$ cat src/rtl/ddr_rd_check_if.sv
// ddr_rd_check_if: read-channel bundle between the DDR test master and the read checker.
//   AR snoop : araddr, arlen, arvalid, arready   (master -> checker)
//   R beats  : rdata, rresp, rlast, rvalid       (master -> checker)
//   back     : rready, cmd_full                  (checker -> master)
interface ddr_rd_check_if;
   logic [31:0] araddr;
   logic [7:0]  arlen;
   logic        arvalid;
   logic        arready;
   logic        cmd_full;
   logic [31:0] rdata;
   logic [1:0]  rresp;
   logic        rlast;
   logic        rvalid;
   logic        rready;

   modport master (
      output araddr, arlen, arvalid, arready, rdata, rresp, rlast, rvalid,
      input  rready, cmd_full
   );

   modport slave (
      input  araddr, arlen, arvalid, arready, rdata, rresp, rlast, rvalid,
      output rready, cmd_full
   );
endinterface

$ cat src/rtl/ddr_rd_check.sv
// ddr_rd_check: snoops AR handshakes into a DEPTH-entry burst queue and checks every
// returned R beat against an expected pattern (exp_base, or exp_base ^ beat address).
// Ports:
//   clk, rstn        clock, asynchronous active-low reset
//   bus (slave)      AR snoop, R beats, rready / cmd_full back to the issuer
//   exp_base         pattern seed (quasi-static)
//   pat_mode         0: expected = exp_base, 1: expected = exp_base ^ beat_addr
//   clr              synchronous clear of counters and status (queue untouched)
//   busy             queue non-empty
//   burst_ok_cnt     error-free bursts, saturating
//   err_cnt          erroneous beats, saturating
//   err_flag         sticky any-error
//   ovf_flag         sticky AR accepted while queue full
//   first_err_addr   beat address of the first error
//   first_err_data   rdata of the first error
module ddr_rd_check #(
   parameter int DEPTH = 4
) (
   input  logic                clk,
   input  logic                rstn,
   ddr_rd_check_if.slave       bus,
   input  logic [31:0]         exp_base,
   input  logic                pat_mode,
   input  logic                clr,
   output logic                busy,
   output logic [15:0]         burst_ok_cnt,
   output logic [15:0]         err_cnt,
   output logic                err_flag,
   output logic                ovf_flag,
   output logic [31:0]         first_err_addr,
   output logic [31:0]         first_err_data
);

   localparam int AW = (DEPTH > 1) ? $clog2(DEPTH) : 1;
   localparam logic [AW:0] FULL_CNT = (AW+1)'(DEPTH);

   logic [31:0] addr_mem_q [DEPTH];
   logic [7:0]  len_mem_q  [DEPTH];
   logic [AW-1:0] wr_ptr_q, rd_ptr_q;
   logic [AW:0]   count_q, count_d;
   logic [7:0]    beat_q, beat_d;
   logic          burst_err_q, burst_err_d;
   logic [15:0]   burst_ok_q, burst_ok_d;
   logic [15:0]   err_cnt_q, err_cnt_d;
   logic          err_flag_q, err_flag_d;
   logic          ovf_flag_q, ovf_flag_d;
   logic [31:0]   ferr_addr_q, ferr_addr_d;
   logic [31:0]   ferr_data_q, ferr_data_d;

   logic        empty, full;
   logic [31:0] head_addr, beat_addr, exp_data;
   logic [7:0]  head_len;
   logic        last_beat, beat_acc, beat_err, pop, push_req, push, ovf;

   // Handshake outputs come only from registered occupancy, so rready has no
   // combinational path from rvalid or from a same-cycle AR push.
   always_comb begin
      empty     = (count_q == '0);
      full      = (count_q == FULL_CNT);
      head_addr = addr_mem_q[rd_ptr_q];
      head_len  = len_mem_q[rd_ptr_q];
      beat_addr = head_addr + {22'd0, beat_q, 2'b00};
      exp_data  = pat_mode ? (exp_base ^ beat_addr) : exp_base;
      last_beat = (beat_q == head_len);
      beat_acc  = bus.rvalid & ~empty;
      beat_err  = beat_acc & ((bus.rdata != exp_data) | (bus.rresp != 2'b00) |
                              (bus.rlast != last_beat));
      // Burst length comes from the queue, not rlast: a missing/early rlast is an
      // error but never desynchronises the queue.
      pop       = beat_acc & last_beat;
      push_req  = bus.arvalid & bus.arready;
      push      = push_req & (~full | pop);
      ovf       = push_req & full & ~pop;
   end

   assign bus.rready   = ~empty;
   assign bus.cmd_full = full;
   assign busy         = ~empty;

   always_comb begin
      count_d     = count_q + (AW+1)'(push) - (AW+1)'(pop);
      beat_d      = beat_q;
      burst_err_d = burst_err_q;
      burst_ok_d  = burst_ok_q;
      err_cnt_d   = err_cnt_q;
      err_flag_d  = err_flag_q;
      ovf_flag_d  = ovf_flag_q;
      ferr_addr_d = ferr_addr_q;
      ferr_data_d = ferr_data_q;

      if (beat_acc) begin
         beat_d = last_beat ? 8'd0 : beat_q + 8'd1;
      end

      if (beat_err) begin
         if (err_cnt_q != 16'hFFFF) err_cnt_d = err_cnt_q + 16'd1;
         err_flag_d = 1'b1;
         if (!err_flag_q) begin
            ferr_addr_d = beat_addr;
            ferr_data_d = bus.rdata;
         end
      end

      if (ovf) begin
         ovf_flag_d = 1'b1;
         err_flag_d = 1'b1;
      end

      if (pop) begin
         burst_err_d = 1'b0;
         if (!(burst_err_q | beat_err) && (burst_ok_q != 16'hFFFF))
            burst_ok_d = burst_ok_q + 16'd1;
      end else if (beat_err) begin
         burst_err_d = 1'b1;
      end

      if (clr) begin
         burst_err_d = 1'b0;
         burst_ok_d  = '0;
         err_cnt_d   = '0;
         err_flag_d  = 1'b0;
         ovf_flag_d  = 1'b0;
         ferr_addr_d = '0;
         ferr_data_d = '0;
      end
   end

   always_ff @(posedge clk or negedge rstn) begin
      if (!rstn) begin
         for (int i = 0; i < DEPTH; i++) begin
            addr_mem_q[i] <= '0;
            len_mem_q[i]  <= '0;
         end
         wr_ptr_q    <= '0;
         rd_ptr_q    <= '0;
         count_q     <= '0;
         beat_q      <= '0;
         burst_err_q <= 1'b0;
         burst_ok_q  <= '0;
         err_cnt_q   <= '0;
         err_flag_q  <= 1'b0;
         ovf_flag_q  <= 1'b0;
         ferr_addr_q <= '0;
         ferr_data_q <= '0;
      end else begin
         if (push) begin
            addr_mem_q[wr_ptr_q] <= bus.araddr;
            len_mem_q[wr_ptr_q]  <= bus.arlen;
            wr_ptr_q             <= wr_ptr_q + AW'(1);
         end
         if (pop) rd_ptr_q <= rd_ptr_q + AW'(1);
         count_q     <= count_d;
         beat_q      <= beat_d;
         burst_err_q <= burst_err_d;
         burst_ok_q  <= burst_ok_d;
         err_cnt_q   <= err_cnt_d;
         err_flag_q  <= err_flag_d;
         ovf_flag_q  <= ovf_flag_d;
         ferr_addr_q <= ferr_addr_d;
         ferr_data_q <= ferr_data_d;
      end
   end

   assign burst_ok_cnt   = burst_ok_q;
   assign err_cnt        = err_cnt_q;
   assign err_flag       = err_flag_q;
   assign ovf_flag       = ovf_flag_q;
   assign first_err_addr = ferr_addr_q;
   assign first_err_data = ferr_data_q;

endmodule
$ cat src/flat_wrapper.sv
// flat-port wrapper written by rule: the top's interface ports become plain ports
module ddr_rd_check_flat 
#(
   parameter int DEPTH = 4
)
  (clk, rstn, exp_base, pat_mode, clr, busy, burst_ok_cnt, err_cnt, err_flag, ovf_flag, first_err_addr, first_err_data, bus_araddr, bus_arlen, bus_arvalid, bus_arready, bus_rdata, bus_rresp, bus_rlast, bus_rvalid, bus_rready, bus_cmd_full);
  ddr_rd_check_if bus_i ();
  input  logic clk;
  input  logic rstn;
  input  logic [31:0] exp_base;
  input  logic pat_mode;
  input  logic clr;
  output logic busy;
  output logic [15:0] burst_ok_cnt;
  output logic [15:0] err_cnt;
  output logic err_flag;
  output logic ovf_flag;
  output logic [31:0] first_err_addr;
  output logic [31:0] first_err_data;
  input wire logic [$bits(bus_i.araddr)-1:0] bus_araddr;
  input wire logic [$bits(bus_i.arlen)-1:0] bus_arlen;
  input wire logic [$bits(bus_i.arvalid)-1:0] bus_arvalid;
  input wire logic [$bits(bus_i.arready)-1:0] bus_arready;
  input wire logic [$bits(bus_i.rdata)-1:0] bus_rdata;
  input wire logic [$bits(bus_i.rresp)-1:0] bus_rresp;
  input wire logic [$bits(bus_i.rlast)-1:0] bus_rlast;
  input wire logic [$bits(bus_i.rvalid)-1:0] bus_rvalid;
  output wire logic [$bits(bus_i.rready)-1:0] bus_rready;
  output wire logic [$bits(bus_i.cmd_full)-1:0] bus_cmd_full;
  assign bus_i.araddr = bus_araddr;
  assign bus_i.arlen = bus_arlen;
  assign bus_i.arvalid = bus_arvalid;
  assign bus_i.arready = bus_arready;
  assign bus_i.rdata = bus_rdata;
  assign bus_i.rresp = bus_rresp;
  assign bus_i.rlast = bus_rlast;
  assign bus_i.rvalid = bus_rvalid;
  assign bus_rready = bus_i.rready;
  assign bus_cmd_full = bus_i.cmd_full;
  ddr_rd_check #(.DEPTH(DEPTH)) u_core (.clk(clk), .rstn(rstn), .bus(bus_i), .exp_base(exp_base), .pat_mode(pat_mode), .clr(clr), .busy(busy), .burst_ok_cnt(burst_ok_cnt), .err_cnt(err_cnt), .err_flag(err_flag), .ovf_flag(ovf_flag), .first_err_addr(first_err_addr), .first_err_data(first_err_data));
endmodule
$ cat config.mk
export PLATFORM = sky130hd
export DESIGN_NAME = ddr_rd_check_flat
export DESIGN_NICKNAME = d
export VERILOG_FILES = /design/src/rtl/ddr_rd_check_if.sv /design/src/rtl/ddr_rd_check.sv /design/src/flat_wrapper.sv
export SDC_FILE = /design/constraint.sdc
export NUM_CORES = 1
export LEC_CHECK = 0
export ABC_AREA = 1
export CORE_MARGIN = 4
export CORE_UTILIZATION = 50
export CTS_CLUSTER_SIZE = 30
export DETAILED_ROUTE_END_ITERATION = 6
export HOLD_SLACK_MARGIN = 0.06
export PLACE_DENSITY = 0.85
export SLEW_MARGIN = 25
export SYNTH_ARGS = -nofsm -noshare
export SYNTH_HDL_FRONTEND = slang
export SYNTH_SLANG_ARGS = --single-unit
$ cat constraint.sdc
create_clock -name clk -period 4.3 [get_ports clk]
set_input_delay 0.86 -clock clk [delete_from_list [all_inputs] [get_ports clk]]
set_output_delay 0.86 -clock clk [all_outputs]
set_load 0.02 [all_outputs]
==> reports/metrics.yaml <==
run_status:
  status: "complete, no violations"
sta:
  relSlewSlack: 0.377
  post-route-period-util: 0.937
  hold_viol: 0
  worstMarginPinSlew_ns: 0.935
  fin_skew_ns: 0.0136
  period_minus_slack_ns: 4.03
  max_freq_ghz: 0.248
  finalMaxSlewViolations: 0
  fin_ws_ns: 0.272
  setup_viol: 0
yosys:
  synth_top_family_by_area: "simple AND/OR/NAND/NOR gates"
  synth.distinct_cells: 38
  syn_area_um2: 15300
  avgSynthCellArea_um2: 7.26
  synthCells: 2100
  ys_seq_area_frac: 0.449
  synthAdderAreaFrac: 0.0166
  synthXorXnorAreaFrac: 0.0337
  ys_ff_latch: 274
  synth-compound-area-share: 0.0725
  ys_warn_count: 0
  synth-simple-area-share: 0.351
  syn_nets: 2233
  synthMuxAreaShare: 0
routing:
  wl_per_cell_um: 16.5
  drc: 0
  detail_route.vias_per_cell: 5.55
  wirelength_um: 44200
  ant_nets: 0
  vias: 14900
  drt-pass1-iter-count: 6
  first_iter_violations: 1638
critical_path:
  r2r_end: "u_core.first_err_data[3]"
  r2r_cells: 26
  cp-startpoint: "u_core.rd_ptr_q[1]"
  arrival_ns: 4.51
  worstPathRequired_ns: 4.79
  setup.worst_path.end: "u_core.first_err_data[3]"
  path_class: "reg2reg"
  cp_max_fo: 21
  startpoint_type: "flip-flop"
  timing.rr.start: "u_core.rd_ptr_q[1]"
  end_kind: "flip-flop"
  r2r_slack_ns: 0.27
final_layout:
  fin_cells: 2686
  nets: 2405
  final_area_um2: 18900
  layout-drive-gt1-share: 0.0536
  synthToLayoutAreaGrowth_pct: 24.0
clocking:
  clock-root-buffer: "clkbuf_16"
  clk_pin_slew_ns: 0.06
  numCtsBuffers: 30
  ctsHoldBuffers: 0
  cts.sinks: 274
  cts_tree: "built"
  clk-insertion-delay-late_ns: 0.56
  clockBufferDepth: 3
  htree_levels: 1
placed_design:
  dpl_cell_area_um2: 17700
  dp.cells: 2627
  numPortBuffers: 214
  dp_hpwl_um: 30100
  pre_cts_slack_ns: -0.105
  gp_congestion: 0.921
power:
  vdd_drop_max_v: 0.000447
  p_leak_nw: 9.50
  power_density_nw_per_um2: 658
grt:
  grt_max_degree: 121
  grt_overflow: 0
  grt_pass1_wl_um: 71100
  grt_use_total: 0.254
  antenna_found_initial: 1
  grt_pass1_vias: 13900
die:
  die_area_um2: 33400
  start_util: 0.511
  rows: 63
  core_um2: 29900
  io_pins: 215
  die_h_um: 183
  die_width_um: 183
run:
  max_cap_viol_count: 0
min_path:
  hp-class: "in2async"
-- placed cells by master (no fill, tap or decap), types with 9 or more instances in the layout --
master             n
nand4_1           22
nor2_1           121
dfrtp_1          273
ha_1              16
inv_1            161
a21oi_1           12
buf_12            10
nand3_1          316
clkdlybuf4s50_1  212
nand3b_1          15
clkbuf_16         33
nand2_2            9
xor2_1            50
buf_4             21
nand2_1          745
o21ai_0          179
-- worst min path at each step --
stage | end | slack (ns) | cells past startpoint
final | u_core.addr_mem_q[55] | 0.36 | 1
after global routing | u_core.addr_mem_q[25] | 0.47 | 1
after CTS | u_core.addr_mem_q[55] | 0.43 | 1
after detailed placement | u_core.addr_mem_q[126] | 0.47 | 2
after global placement | u_core.addr_mem_q[126] | 0.46 | 2
after floorplan | u_core.addr_mem_q[126] | 0.45 | 2
-- cell usage after synthesis --
library cell / number / area [µm²]
inv_2: 7 / 26.3
dfrtp_1: 274 / 6860
nor2_2: 5 / 31.3
inv_1: 162 / 608
a211oi_1: 1 / 7.51
buf_6: 10 / 113
o21ai_0: 181 / 906
o21ai_1: 3 / 15.0
nor3_1: 8 / 40.0
buf_1: 12 / 45.0
buf_2: 21 / 105
nand2_1: 751 / 2820
nand3b_1: 15 / 113
nand3_1: 318 / 1590
nand4_1: 22 / 138
nor4_1: 1 / 6.26
a32oi_1: 2 / 17.5
ha_1: 17 / 213
nor2_4: 3 / 33.8
nand2_2: 3 / 18.8
nand3_4: 1 / 17.5
fa_1: 2 / 40.0
o22ai_1: 8 / 50.1
or2_2: 4 / 25.0
clkbuf_1: 55 / 206
o21bai_1: 2 / 15.0
buf_4: 9 / 67.6
xor2_1: 50 / 438
xnor2_1: 6 / 52.6
xor3_1: 1 / 23.8
nand2_4: 2 / 22.5
nor3b_1: 5 / 37.5
a31oi_1: 3 / 18.8
a311oi_1: 1 / 8.76
and3_1: 1 / 6.26
o211ai_1: 1 / 7.51
nor2_1: 121 / 454
a21oi_1: 12 / 60.1
-- area by class of cell --
cell class	instances	area [µm²]
sequential	274	6860
clock buffer	38	842
multi-input combinational	1550	7260
clock inverter	17	268
inverter	169	642
timing repair buffer	247	2550
fill	2548	11000
tap	390	488
antenna	1	2.50
-- registers in the layout (all words and copies together) (netlist names) --
signal	flops
u_core.addr_mem_q	128
u_core.beat_q	8
u_core.burst_err_q	1
u_core.burst_ok_cnt	16
u_core.count_q	3
u_core.err_cnt	16
u_core.err_flag	1
u_core.first_err_addr	32
u_core.first_err_data	32
u_core.len_mem_q	32
u_core.ovf_flag	1
u_core.rd_ptr_q	2
u_core.wr_ptr_q	2
-- cell families (layout without fill, tap and decap cells) --
logic type      count (synthesis)  after routing
xor+xnor                       57             57
other cells                     0              1
flops                         274            274
fa+ha+maj                      19             19
simple gates                 1260           1260
compound gates                214            214
buf+inv                       276            471
-- critical path, stage by stage, from the launching register on --
cell	delay [ns]
dfrtp_1	0.41
inv_2	0.17
o21ai_0	0.12
o22ai_1	0.14
ha_1	0.22
inv_1	0.06
fa_1	0.38
inv_1	0.08
nand3_1	0.08
nand2_1	0.11
nand2_1	0.07
nand2_2	0.12
inv_1	0.08
nor2_4	0.18
nand3_1	0.19
nand3_1	0.14
nand2_1	0.05
a21oi_1	0.16
nand3_1	0.08
nor2_1	0.18
nand3_2	0.16
nand2_4	0.14
nor2_4	0.09
inv_6	0.14
buf_12	0.17
nand3_1	0.08
nand2_1	0.11
-- report_power, final --
part | switching, mW | leakage, nW | internal, mW
sequential | 0.603 | 3.53 | 3.50
combinational | 3.54 | 5.41 | 1.95
clock | 1.06 | 0.553 | 1.80
total | 5.20 | 9.50 | 7.24
-- what timing repair did --
action	in CTS	in global routing
setup endpoints to repair	59	96
cloned	0	2
resized for setup	1	15
pin swaps	0	2
buffers inserted	0	1
-- per-layer routing --
layer  wire length, µm  GRT usage  vias to the layer above
li1                  -          -                     7078
met1             18800      0.367                     7013
met5                 0          0                        -
met2             20400      0.400                      715
met4              1220     0.0760                        0
met3              3800     0.0351                       94
-- through the flow --
| step | setup TNS, ns | total power [mW] | utilization | hold slack [ns] |
|---|---|---|---|---|
| after CTS | 0 | 12.3 | 0.630 | 0.429 |
| after detailed placement | -0.172 | 9.39 | 0.592 | 0.472 |
| after floorplan | 0 | 7.70 | - | 0.448 |
| final | 0 | 12.4 | 0.633 | 0.358 |
| after global routing | -0.172 | 13.4 | 0.633 | 0.465 |
| after global placement | 0 | 9.19 | 0.592 | 0.463 |
No activity file was read; power rests on OpenSTA's default activity.
